File: config.mk
export PLATFORM = sky130hd
export DESIGN_NAME = plane_calc_sched_flat
export DESIGN_NICKNAME = d
export VERILOG_FILES = /design/src/rtl/plane_calc_sched_pkg.sv /design/src/rtl/plane_calc_sched_if.sv /design/src/rtl/plane_calc_sched_watchdog.sv /design/src/rtl/plane_calc_sched.sv /design/src/flat_wrapper.sv
export SDC_FILE = /design/constraint.sdc
export NUM_CORES = 1
export LEC_CHECK = 0
export BUFFER_PORTS_ARGS = -buffer_cell sky130_fd_sc_hd__buf_2
export CAP_MARGIN = 40
export CORE_MARGIN = 1
export CORE_UTILIZATION = 61
export CTS_CLUSTER_SIZE = 12
export DETAILED_ROUTE_END_ITERATION = 12
export HOLD_SLACK_MARGIN = 0.05
export PLACE_DENSITY = 0.87
export SLEW_MARGIN = 25
export SYNTH_ARGS = -nofsm -noshare
export SYNTH_HDL_FRONTEND = slang
export SYNTH_SLANG_ARGS = --single-unit
File: constraint.sdc
create_clock -name clk -period 8.55 [get_ports clk]
set_input_delay 0.4275 -clock clk [delete_from_list [all_inputs] [get_ports clk]]
set_output_delay 0.4275 -clock clk [all_outputs]
set_load 0.05 [all_outputs]
File: src/rtl/plane_calc_sched_pkg.sv
// Shared types and default sizing for the plane surface-calculation scheduler.
package sched_pkg;

  typedef enum logic [2:0] {
    IDLE,
    ADDR,
    WAIT_CALC,
    PUSH,
    DONE
  } sched_state_t;

  localparam int PLANES_DEF  = 64;
  localparam int SAMPLES_DEF = 8;
  localparam int ADDR_W_DEF  = 9;
  localparam int SURF_W_DEF  = 32;
  localparam int TIMEOUT_DEF = 1024;

endpackage

File: src/rtl/plane_calc_sched_if.sv
// Calculator-side address stream plus the per-plane result handshake.
interface plane_calc_sched_if #(
  parameter int ADDR_W  = 9,
  parameter int PLANE_W = 6,
  parameter int SURF_W  = 32
) ();

  logic [ADDR_W-1:0]  bram_addr;
  logic               calc_en;
  logic               calc_rdy;
  logic [SURF_W-1:0]  calc_surf;
  logic               res_valid;
  logic               res_ready;
  logic [PLANE_W-1:0] res_plane;
  logic [SURF_W-1:0]  res_surf;

  // master = scheduler, slave = calculator + downstream result consumer
  modport master (
    output bram_addr, calc_en, res_valid, res_plane, res_surf,
    input  calc_rdy, calc_surf, res_ready
  );

  modport slave (
    input  bram_addr, calc_en, res_valid, res_plane, res_surf,
    output calc_rdy, calc_surf, res_ready
  );

endinterface

File: src/rtl/plane_calc_sched_watchdog.sv
// Cycle watchdog for the wait-on-calculator state; expires on its TIMEOUT-th running cycle.
module calc_watchdog #(
  parameter int TIMEOUT = 1024
) (
  input  logic clk,
  input  logic rst,
  input  logic clr,
  input  logic run,
  output logic expired
);

  localparam int CNT_W = $clog2(TIMEOUT + 1);

  logic [CNT_W-1:0] cnt;

  assign expired = run && (cnt == CNT_W'(TIMEOUT - 1));

  // NOTE: state registers use non-blocking assignment so every flop samples pre-edge values.
  always_ff @(posedge clk or posedge rst) begin
    if (rst) begin
      cnt <= '0;
    end else if (clr) begin
      cnt <= '0;
    end else if (run && !expired) begin
      cnt <= cnt + CNT_W'(1);
    end
  end

endmodule

File: src/rtl/plane_calc_sched.sv
// Frame scheduler: on a drdy rising edge, walks every plane's BRAM samples through the
// surface calculator, forwards one result per plane and accumulates the frame total.
module plane_calc_sched
  import sched_pkg::*;
#(
  parameter int PLANES  = PLANES_DEF,
  parameter int SAMPLES = SAMPLES_DEF,
  parameter int ADDR_W  = ADDR_W_DEF,
  parameter int SURF_W  = SURF_W_DEF,
  parameter int TIMEOUT = TIMEOUT_DEF,
  localparam int PLANE_W = $clog2(PLANES),
  localparam int K_W     = $clog2(SAMPLES),
  localparam int ACC_W   = SURF_W + PLANE_W
) (
  input  logic                 clk,
  input  logic                 rst,
  input  logic                 drdy,
  plane_calc_sched_if.master   bus,
  output logic [ACC_W-1:0]     frame_surf,
  output logic                 frame_done,
  output logic                 busy,
  output logic                 err_timeout,
  output logic                 err_overrun
);

  sched_state_t       state;
  logic               drdy_q;
  logic [PLANE_W-1:0] plane;
  logic [K_W-1:0]     k;
  logic [ACC_W-1:0]   acc;
  logic               wd_expired;

  wire drdy_rise  = drdy & ~drdy_q;
  wire last_plane = (plane == PLANE_W'(PLANES - 1));
  wire last_k     = (k == K_W'(SAMPLES - 1));

  assign busy       = (state != IDLE);
  assign frame_surf = acc;

  calc_watchdog #(.TIMEOUT(TIMEOUT)) u_watchdog (
    .clk     (clk),
    .rst     (rst),
    .clr     (state != WAIT_CALC),
    .run     (state == WAIT_CALC),
    .expired (wd_expired)
  );

  always_ff @(posedge clk or posedge rst) begin
    if (rst) begin
      state         <= IDLE;
      // drdy_q resets high so a level already present at reset release is not a start.
      drdy_q        <= 1'b1;
      plane         <= '0;
      k             <= '0;
      acc           <= '0;
      bus.bram_addr <= '0;
      bus.calc_en   <= 1'b0;
      bus.res_valid <= 1'b0;
      bus.res_plane <= '0;
      bus.res_surf  <= '0;
      frame_done    <= 1'b0;
      err_timeout   <= 1'b0;
      err_overrun   <= 1'b0;
    end else begin
      drdy_q     <= drdy;
      frame_done <= 1'b0;

      // Edges outside IDLE (including DONE) are flagged and dropped, never queued.
      if (drdy_rise && state != IDLE) err_overrun <= 1'b1;

      unique case (state)
        IDLE: begin
          if (drdy_rise) begin
            plane         <= '0;
            k             <= '0;
            acc           <= '0;
            err_timeout   <= 1'b0;
            err_overrun   <= 1'b0;
            bus.bram_addr <= '0;
            bus.calc_en   <= 1'b1;
            state         <= ADDR;
          end
        end

        ADDR: begin
          if (last_k) begin
            state <= WAIT_CALC;
          end else begin
            k             <= k + K_W'(1);
            bus.bram_addr <= bus.bram_addr + ADDR_W'(1);
          end
        end

        WAIT_CALC: begin
          // A result arriving on the expiry cycle still counts.
          if (bus.calc_rdy) begin
            bus.res_surf  <= bus.calc_surf;
            bus.res_plane <= plane;
            bus.res_valid <= 1'b1;
            bus.calc_en   <= 1'b0;
            acc           <= acc + ACC_W'(bus.calc_surf);
            state         <= PUSH;
          end else if (wd_expired) begin
            err_timeout <= 1'b1;
            bus.calc_en <= 1'b0;
            frame_done  <= 1'b1;
            state       <= DONE;
          end
        end

        PUSH: begin
          if (bus.res_ready) begin
            bus.res_valid <= 1'b0;
            if (last_plane) begin
              frame_done <= 1'b1;
              state      <= DONE;
            end else begin
              // Planes are contiguous, so the next plane's base is last address + 1.
              plane         <= plane + PLANE_W'(1);
              k             <= '0;
              bus.bram_addr <= bus.bram_addr + ADDR_W'(1);
              bus.calc_en   <= 1'b1;
              state         <= ADDR;
            end
          end
        end

        DONE: state <= IDLE;

        default: state <= IDLE;
      endcase
    end
  end

endmodule
File: src/flat_wrapper.sv
// flat-port wrapper written by rule: the top's interface ports become plain ports
module plane_calc_sched_flat import sched_pkg::*;
#(
  parameter int PLANES  = PLANES_DEF,
  parameter int SAMPLES = SAMPLES_DEF,
  parameter int ADDR_W  = ADDR_W_DEF,
  parameter int SURF_W  = SURF_W_DEF,
  parameter int TIMEOUT = TIMEOUT_DEF,
  localparam int PLANE_W = $clog2(PLANES),
  localparam int K_W     = $clog2(SAMPLES),
  localparam int ACC_W   = SURF_W + PLANE_W
)
  (clk, rst, drdy, frame_surf, frame_done, busy, err_timeout, err_overrun, bus_bram_addr, bus_calc_en, bus_res_valid, bus_res_plane, bus_res_surf, bus_calc_rdy, bus_calc_surf, bus_res_ready);
  plane_calc_sched_if #(.ADDR_W(ADDR_W), .SURF_W(SURF_W)) bus_i ();
  input  logic clk;
  input  logic rst;
  input  logic drdy;
  output logic [ACC_W-1:0] frame_surf;
  output logic frame_done;
  output logic busy;
  output logic err_timeout;
  output logic err_overrun;
  output wire logic [$bits(bus_i.bram_addr)-1:0] bus_bram_addr;
  output wire logic [$bits(bus_i.calc_en)-1:0] bus_calc_en;
  output wire logic [$bits(bus_i.res_valid)-1:0] bus_res_valid;
  output wire logic [$bits(bus_i.res_plane)-1:0] bus_res_plane;
  output wire logic [$bits(bus_i.res_surf)-1:0] bus_res_surf;
  input wire logic [$bits(bus_i.calc_rdy)-1:0] bus_calc_rdy;
  input wire logic [$bits(bus_i.calc_surf)-1:0] bus_calc_surf;
  input wire logic [$bits(bus_i.res_ready)-1:0] bus_res_ready;
  assign bus_bram_addr = bus_i.bram_addr;
  assign bus_calc_en = bus_i.calc_en;
  assign bus_res_valid = bus_i.res_valid;
  assign bus_res_plane = bus_i.res_plane;
  assign bus_res_surf = bus_i.res_surf;
  assign bus_i.calc_rdy = bus_calc_rdy;
  assign bus_i.calc_surf = bus_calc_surf;
  assign bus_i.res_ready = bus_res_ready;
  plane_calc_sched #(.PLANES(PLANES), .SAMPLES(SAMPLES), .ADDR_W(ADDR_W), .SURF_W(SURF_W), .TIMEOUT(TIMEOUT)) u_core (.clk(clk), .rst(rst), .drdy(drdy), .bus(bus_i), .frame_surf(frame_surf), .frame_done(frame_done), .busy(busy), .err_timeout(err_timeout), .err_overrun(err_overrun));
endmodule
---- After elaboration in Yosys (flattened, before gate mapping) ----
Cells that the tools add are included.
word-level totals
  register bits after elaboration ......... 114
  input bits .............................. 37
  output and inout port bits .............. 91
  word-level logic and storage cells ...... 104
cells by class
  add/subtract/negate cells ............... 5
  equal/unequal tests ..................... 16
  mux-type cells .......................... 47
  bitwise gates (word level) .............. 2
  reductions and logical operators ........ 20
operators with widths
  cell                     count
  $mux W38                 2
  $pmux W38 S2             1
  $add A38 B32 Y38         1
  $mux W9                  4
  $mux W3                  10
  $pmux W9 S3              1
  $mux W11                 2
  $mux W6                  3
  $mux W1                  17
  $pmux W3 S4              1
  $pmux W6 S2              1
  $reduce_and A4 Y1        3
  $add A11 B1 Y11 const B  1
  $eq A11 B10 Y1 const B   1
  $ne A2 B2 Y1 const B     5
  $reduce_and A5 Y1        2
  $add A9 B1 Y9 const B    1
  $pmux W3 S3              1
  $reduce_bool A3 Y1       3
  $reduce_bool A2 Y1       4
  $add A6 B1 Y6 const B    1
  $eq A3 B2 Y1 const B     2
  $eq A6 B6 Y1 const B     1
  $ne A2 B1 Y1 const B     3
  13 further kinds         19

---- Logic depth before layout (Yosys ltp) ----
  depth in word-level cells ............... 6
  gate-level depth with buffers ........... 11
  mapped depth without buffers ............ 11

---- Modules after synthesis ----
Synthesis repeated with hierarchy kept, for this count alone.
unflattened totals
  cells, all modules ...................... 768
  area, all modules ....................... 6,578.8 sq um
modules (own cells, without submodules)
  module            instances  cells an instance  area each (sq um)  sequential area each (sq um)
  plane_calc_sched  1          705                5,992.0            2,578.7
  calc_watchdog     1          63                 586.8              275.3

---- Worst setup path after synthesis ----
No wires, ideal clock.
  path type ............................... reg2reg
  from .................................... register u_core.acc[0] (netlist: u_core.frame_surf[0])
  to ...................................... register u_core.acc[18] (netlist: u_core.frame_surf[18])
  library setup time ...................... 131 ps
  arrival ................................. 2,628 ps
  required time ........................... 8,419 ps
  slack ................................... 5,790 ps
  cell stages (with the launch flop) ...... 12
  path buffers ............................ 0
  clock period less this slack ............ 2,760 ps
  path through ............................ dfrtp_1 > ha_1 > inv_1 > fa_1 > nor2b_1 > o31a_1 > o21ai_2 > a21bo_2 > nand4b_1 > a21oi_1 > and4_1 > or3_1
on the way
  cells in the longest elaborated chain, start to end .. 3
ends and longest elaborated chain
  what                      line                     source
  start: declaration        plane_calc_sched.sv:30   logic [ACC_W-1:0] acc;
  start signal: assignment  plane_calc_sched.sv:101  acc <= acc + ACC_W'(bus.calc_surf);
  $add A38 B32 Y38          plane_calc_sched.sv:101
  $mux W38                  plane_calc_sched.sv:96   if (bus.calc_rdy) begin
  $pmux W38 S2              plane_calc_sched.sv:71   unique case (state)
No other way between the ends. The select of a mux whose other input is x is not followed.
A chain may end at the register's enable or synchronous reset.

---- Worst setup path after layout ----
  from .................................... register u_core.acc[0] (netlist: u_core.frame_surf[0])
  to ...................................... register u_core.acc[36] (netlist: u_core.frame_surf[36])
The elaborated chain is that of the path after synthesis.

==> flow_summary.toml <==
[run_status]
outcome = "finished clean"

[power_and_ir_drop]
power_density_nw_per_um2 = 337
total_power_mw = 2.72
vdd_ir_drop_max_mv = 0.263
total_leakage_power_nw = 4.21

[setup_path]
cpMaxStageDelayCell = "fa_1"
worstPathRequired_ns = 8.96
regToRegEndpoint = "u_core.frame_surf[36]"
critPathMaxFanout = 4
worstSetupPathType = "flop to flop"
startpoint_type = "flop"
reg2reg_depth = 11
cpLargestDelayFamily = "compound AO/OA/AOI/OAI gates"
r2r-start = "u_core.frame_surf[0]"
critPathCaptureType = "flop"
crit_buf_inv = 1
r2r_slack_ns = 5.89
crit_path_cell_trace = "ha_1 -> inv_1 -> fa_1 -> nor2b_1 -> o31a_1 -> o21ai_2 -> a21boi_1 -> o21ai_1 -> a21boi_2 -> mux2i_1 -> nand2_1"
critPathArrivalTime_ns = 3.07
max_stage_delay_ns = 0.38

[cts]
cts_resized = 0
cts_sinks = 114
clock_path_buffers = 2
cts_made_buffers = 17
h-tree-depth = 4
clk-insertion-delay-late_ns = 0.53
clk_pin_slew_worst_paths_ns = 0.06
cts_tree = "done"
cts_root_buf = "clkbuf_8"

[layout]
syn_to_final_growth_pct = 20.3
layout_common_cells = "nand2_1, buf_2, dfrtp_1"
drive_gt1_share_pct = 21.1
mostFrequentLayoutCell = "nand2_1"
antennaDiodeCount = 0
final_cells = 1037
fin_nets = 963

[synth]
synthXorXnorAreaFrac_pct = 4.31
syn_area_um2 = 6700
yosysWarningCount = 0
synthAdderAreaFrac_pct = 7.21
yosysSeqAreaShare_pct = 42.6
synth_edf_count = 0
postSynthCellCount = 773
synthMuxAreaShare_pct = 0.896
synth_top_family_by_area = "simple AND/OR/NAND/NOR gates"
synth-seq-cells = 114
synth-async-reset-ratio_pct = 100
syn_avg_cell_area_um2 = 8.67
synth-main-ff-cell = "dfrtp_1"
synth_cell_types = 72
synth_compound_area_share_pct = 17.8
syn_nets = 848
synthSimpleGateAreaFrac_pct = 24.2

[timing]
fin_crit_sh_pct = 31.1
min_period_ns = 2.66
setup_tns_ns = 0
setup_ws_ns = 5.89
finalSetupViolations = 0
tightestPinTransition_ns = 0.752
hold_ws_ns = 0.111
clock.fmax_ghz = 0.376
hold_viol = 0
report.final.slew_viol_count = 0
fin_skew_ns = 0.0112
slew-limit-headroom_pct = 49.7
rsz0062_at_grt = "no"

[global_route]
grt.total_usage_pct = 31.5
grt_max_degree = 67
grt_pass1_vias = 5984
grt_pass1_wl_mm = 28.2
globalRouteOverflowTotal = 0
antenna_found_initial = 0

[placed_design]
finalWeightedCongestion = 0.911
post-place-ws_ns = 5.73
dp_cells = 1003
hpwl_mm = 11.9
port_buffers = 127

[floorplanning]
io_pins = 128
die_x_um = 107
coreArea_um2 = 10500
rows = 37
die_h_um = 107
start_util_pct = 63.8
die_area_um2 = 11400

[worst_hold_path]
hp-start = "bus_calc_surf[21]"
worstHoldEndpoint = "u_core.bus.res_surf[21]"
hp-class = "primary input to flop"
hold_depth = 3

[routing]
drt_iter0_markers = 401
drc = 0
drt-vias-per-instance = 5.91
drt-total-wl_mm = 16.9
drt_first_pass_iters = 5
vias = 6124
ant_nets = 0
wl_per_cell_um = 16.3

[run]
maxCapViolCount = 0
## final cells by class
| type | instances | area (um^2) |
|---|---|---|
| Tap cell | 136 | 170 |
| Inverter | 11 | 43.8 |
| Multi-Input combinational cell | 609 | 3650 |
| Fill cell | 742 | 2440 |
| Clock buffer | 18 | 418 |
| Sequential cell | 114 | 2850 |
| Timing Repair Buffer | 135 | 741 |
| Clock inverter | 14 | 189 |
## synthesized netlist by cell type, drive strengths merged (2+ instances only)
cell | number | area share (%)
a211o | 2 | 0.26
a211oi | 4 | 0.52
a21bo | 2 | 0.30
a21boi | 5 | 0.67
a21o | 16 | 1.8
a21oi | 44 | 3.5
a221o | 3 | 0.47
a22o | 8 | 1.0
a311oi | 2 | 0.26
a31oi | 3 | 0.37
a32o | 2 | 0.30
a41oi | 2 | 0.26
and2 | 5 | 0.47
and3 | 10 | 0.93
and4 | 5 | 0.71
buf | 11 | 0.82
clkbuf | 28 | 1.6
dfrtp | 113 | 42
ha | 37 | 6.9
inv | 11 | 0.62
mux2i | 6 | 0.90
nand2 | 190 | 11
nand2b | 8 | 0.75
nand3 | 25 | 1.9
nand3b | 4 | 0.45
nand4 | 17 | 1.6
nor2 | 47 | 2.9
nor2b | 6 | 0.56
nor3 | 13 | 1.0
nor4 | 8 | 0.75
o211ai | 2 | 0.22
o21a | 3 | 0.34
o21ai | 59 | 4.6
o21bai | 7 | 0.78
o22ai | 2 | 0.19
o31a | 2 | 0.26
o31ai | 5 | 0.71
o41ai | 3 | 0.39
or2 | 4 | 0.37
or3 | 7 | 0.73
xnor2 | 14 | 1.8
xor2 | 19 | 2.5
## layer usage
| layer | routed length, um | GRT usage (%) |
|---|---|---|
| met1 | 7170 | 38.8 |
| met2 | 8280 | 53.2 |
| met4 | 449 | 13.4 |
| met5 | 0 | 0 |
| met3 | 970 | 6.99 |
## flip-flops by register name (all words and copies together) (netlist names), 3 cells and up, named ones only
register and cells:
u_core.frame_surf 38, u_core.bus.res_surf 32, u_core.u_watchdog.cnt 11, u_core.bus.bram_addr 9, u_core.bus.res_plane 6, u_core.plane 6, u_core.k 3, u_core.state 3
## what timing repair did
action                                 4_1_cts  5_1_grt
endpoints found under the hold margin       40        0
buffers inserted                             0        0
hold buffers                                 2        0
## metrics by stage
| stage | utilization (%) | area, um^2 |
|---|---|---|
| after global placement | 70.2 | 7380 |
| final | 76.8 | 8070 |
| after detailed placement | 70.8 | 7440 |
| after global routing | 76.8 | 8070 |
| after floorplan | - | 6700 |
| after CTS | 76.8 | 8070 |
## power breakdown
part / total, mW / leakage, nW / switching [mW] / internal [mW]
logic: 1.21 / 2.37 / 0.882 / 0.326
clock network: 0.727 / 0.291 / 0.256 / 0.472
registers: 0.787 / 1.55 / 0.105 / 0.682
## worst reg2reg max path: stages, from the launching register on
cell and delay (ns):
dfrtp_1 0.37, ha_1 0.18, inv_1 0.06, fa_1 0.38, nor2b_1 0.20, o31a_1 0.18
o21ai_2 0.09, a21boi_1 0.23, o21ai_1 0.20, a21boi_2 0.32, mux2i_1 0.25, nand2_1 0.09
## cell families after synthesis
group	Yosys count
flops	114
fa+ha+maj	38
mux	6
simple gates	352
buf+inv	50
xor+xnor	33
compound gates	180
## worst max-delay path by stage
stage                         startpoint                          to  slack [ns]  cells past startpoint
finish              u_core.frame_surf[0]       u_core.frame_surf[36]        5.89                     11
global route        u_core.frame_surf[0]       u_core.frame_surf[36]        5.69                     11
detailed placement      bus_calc_surf[0]       u_core.frame_surf[36]        5.73                     12
global placement        bus_calc_surf[0]       u_core.frame_surf[18]        5.88                     12
floorplan                            rst  asynchronous set/reset pin        5.11                      1
CTS                 u_core.frame_surf[0]       u_core.frame_surf[36]        5.89                     11
No activity file was read; power rests on OpenSTA's default activity.
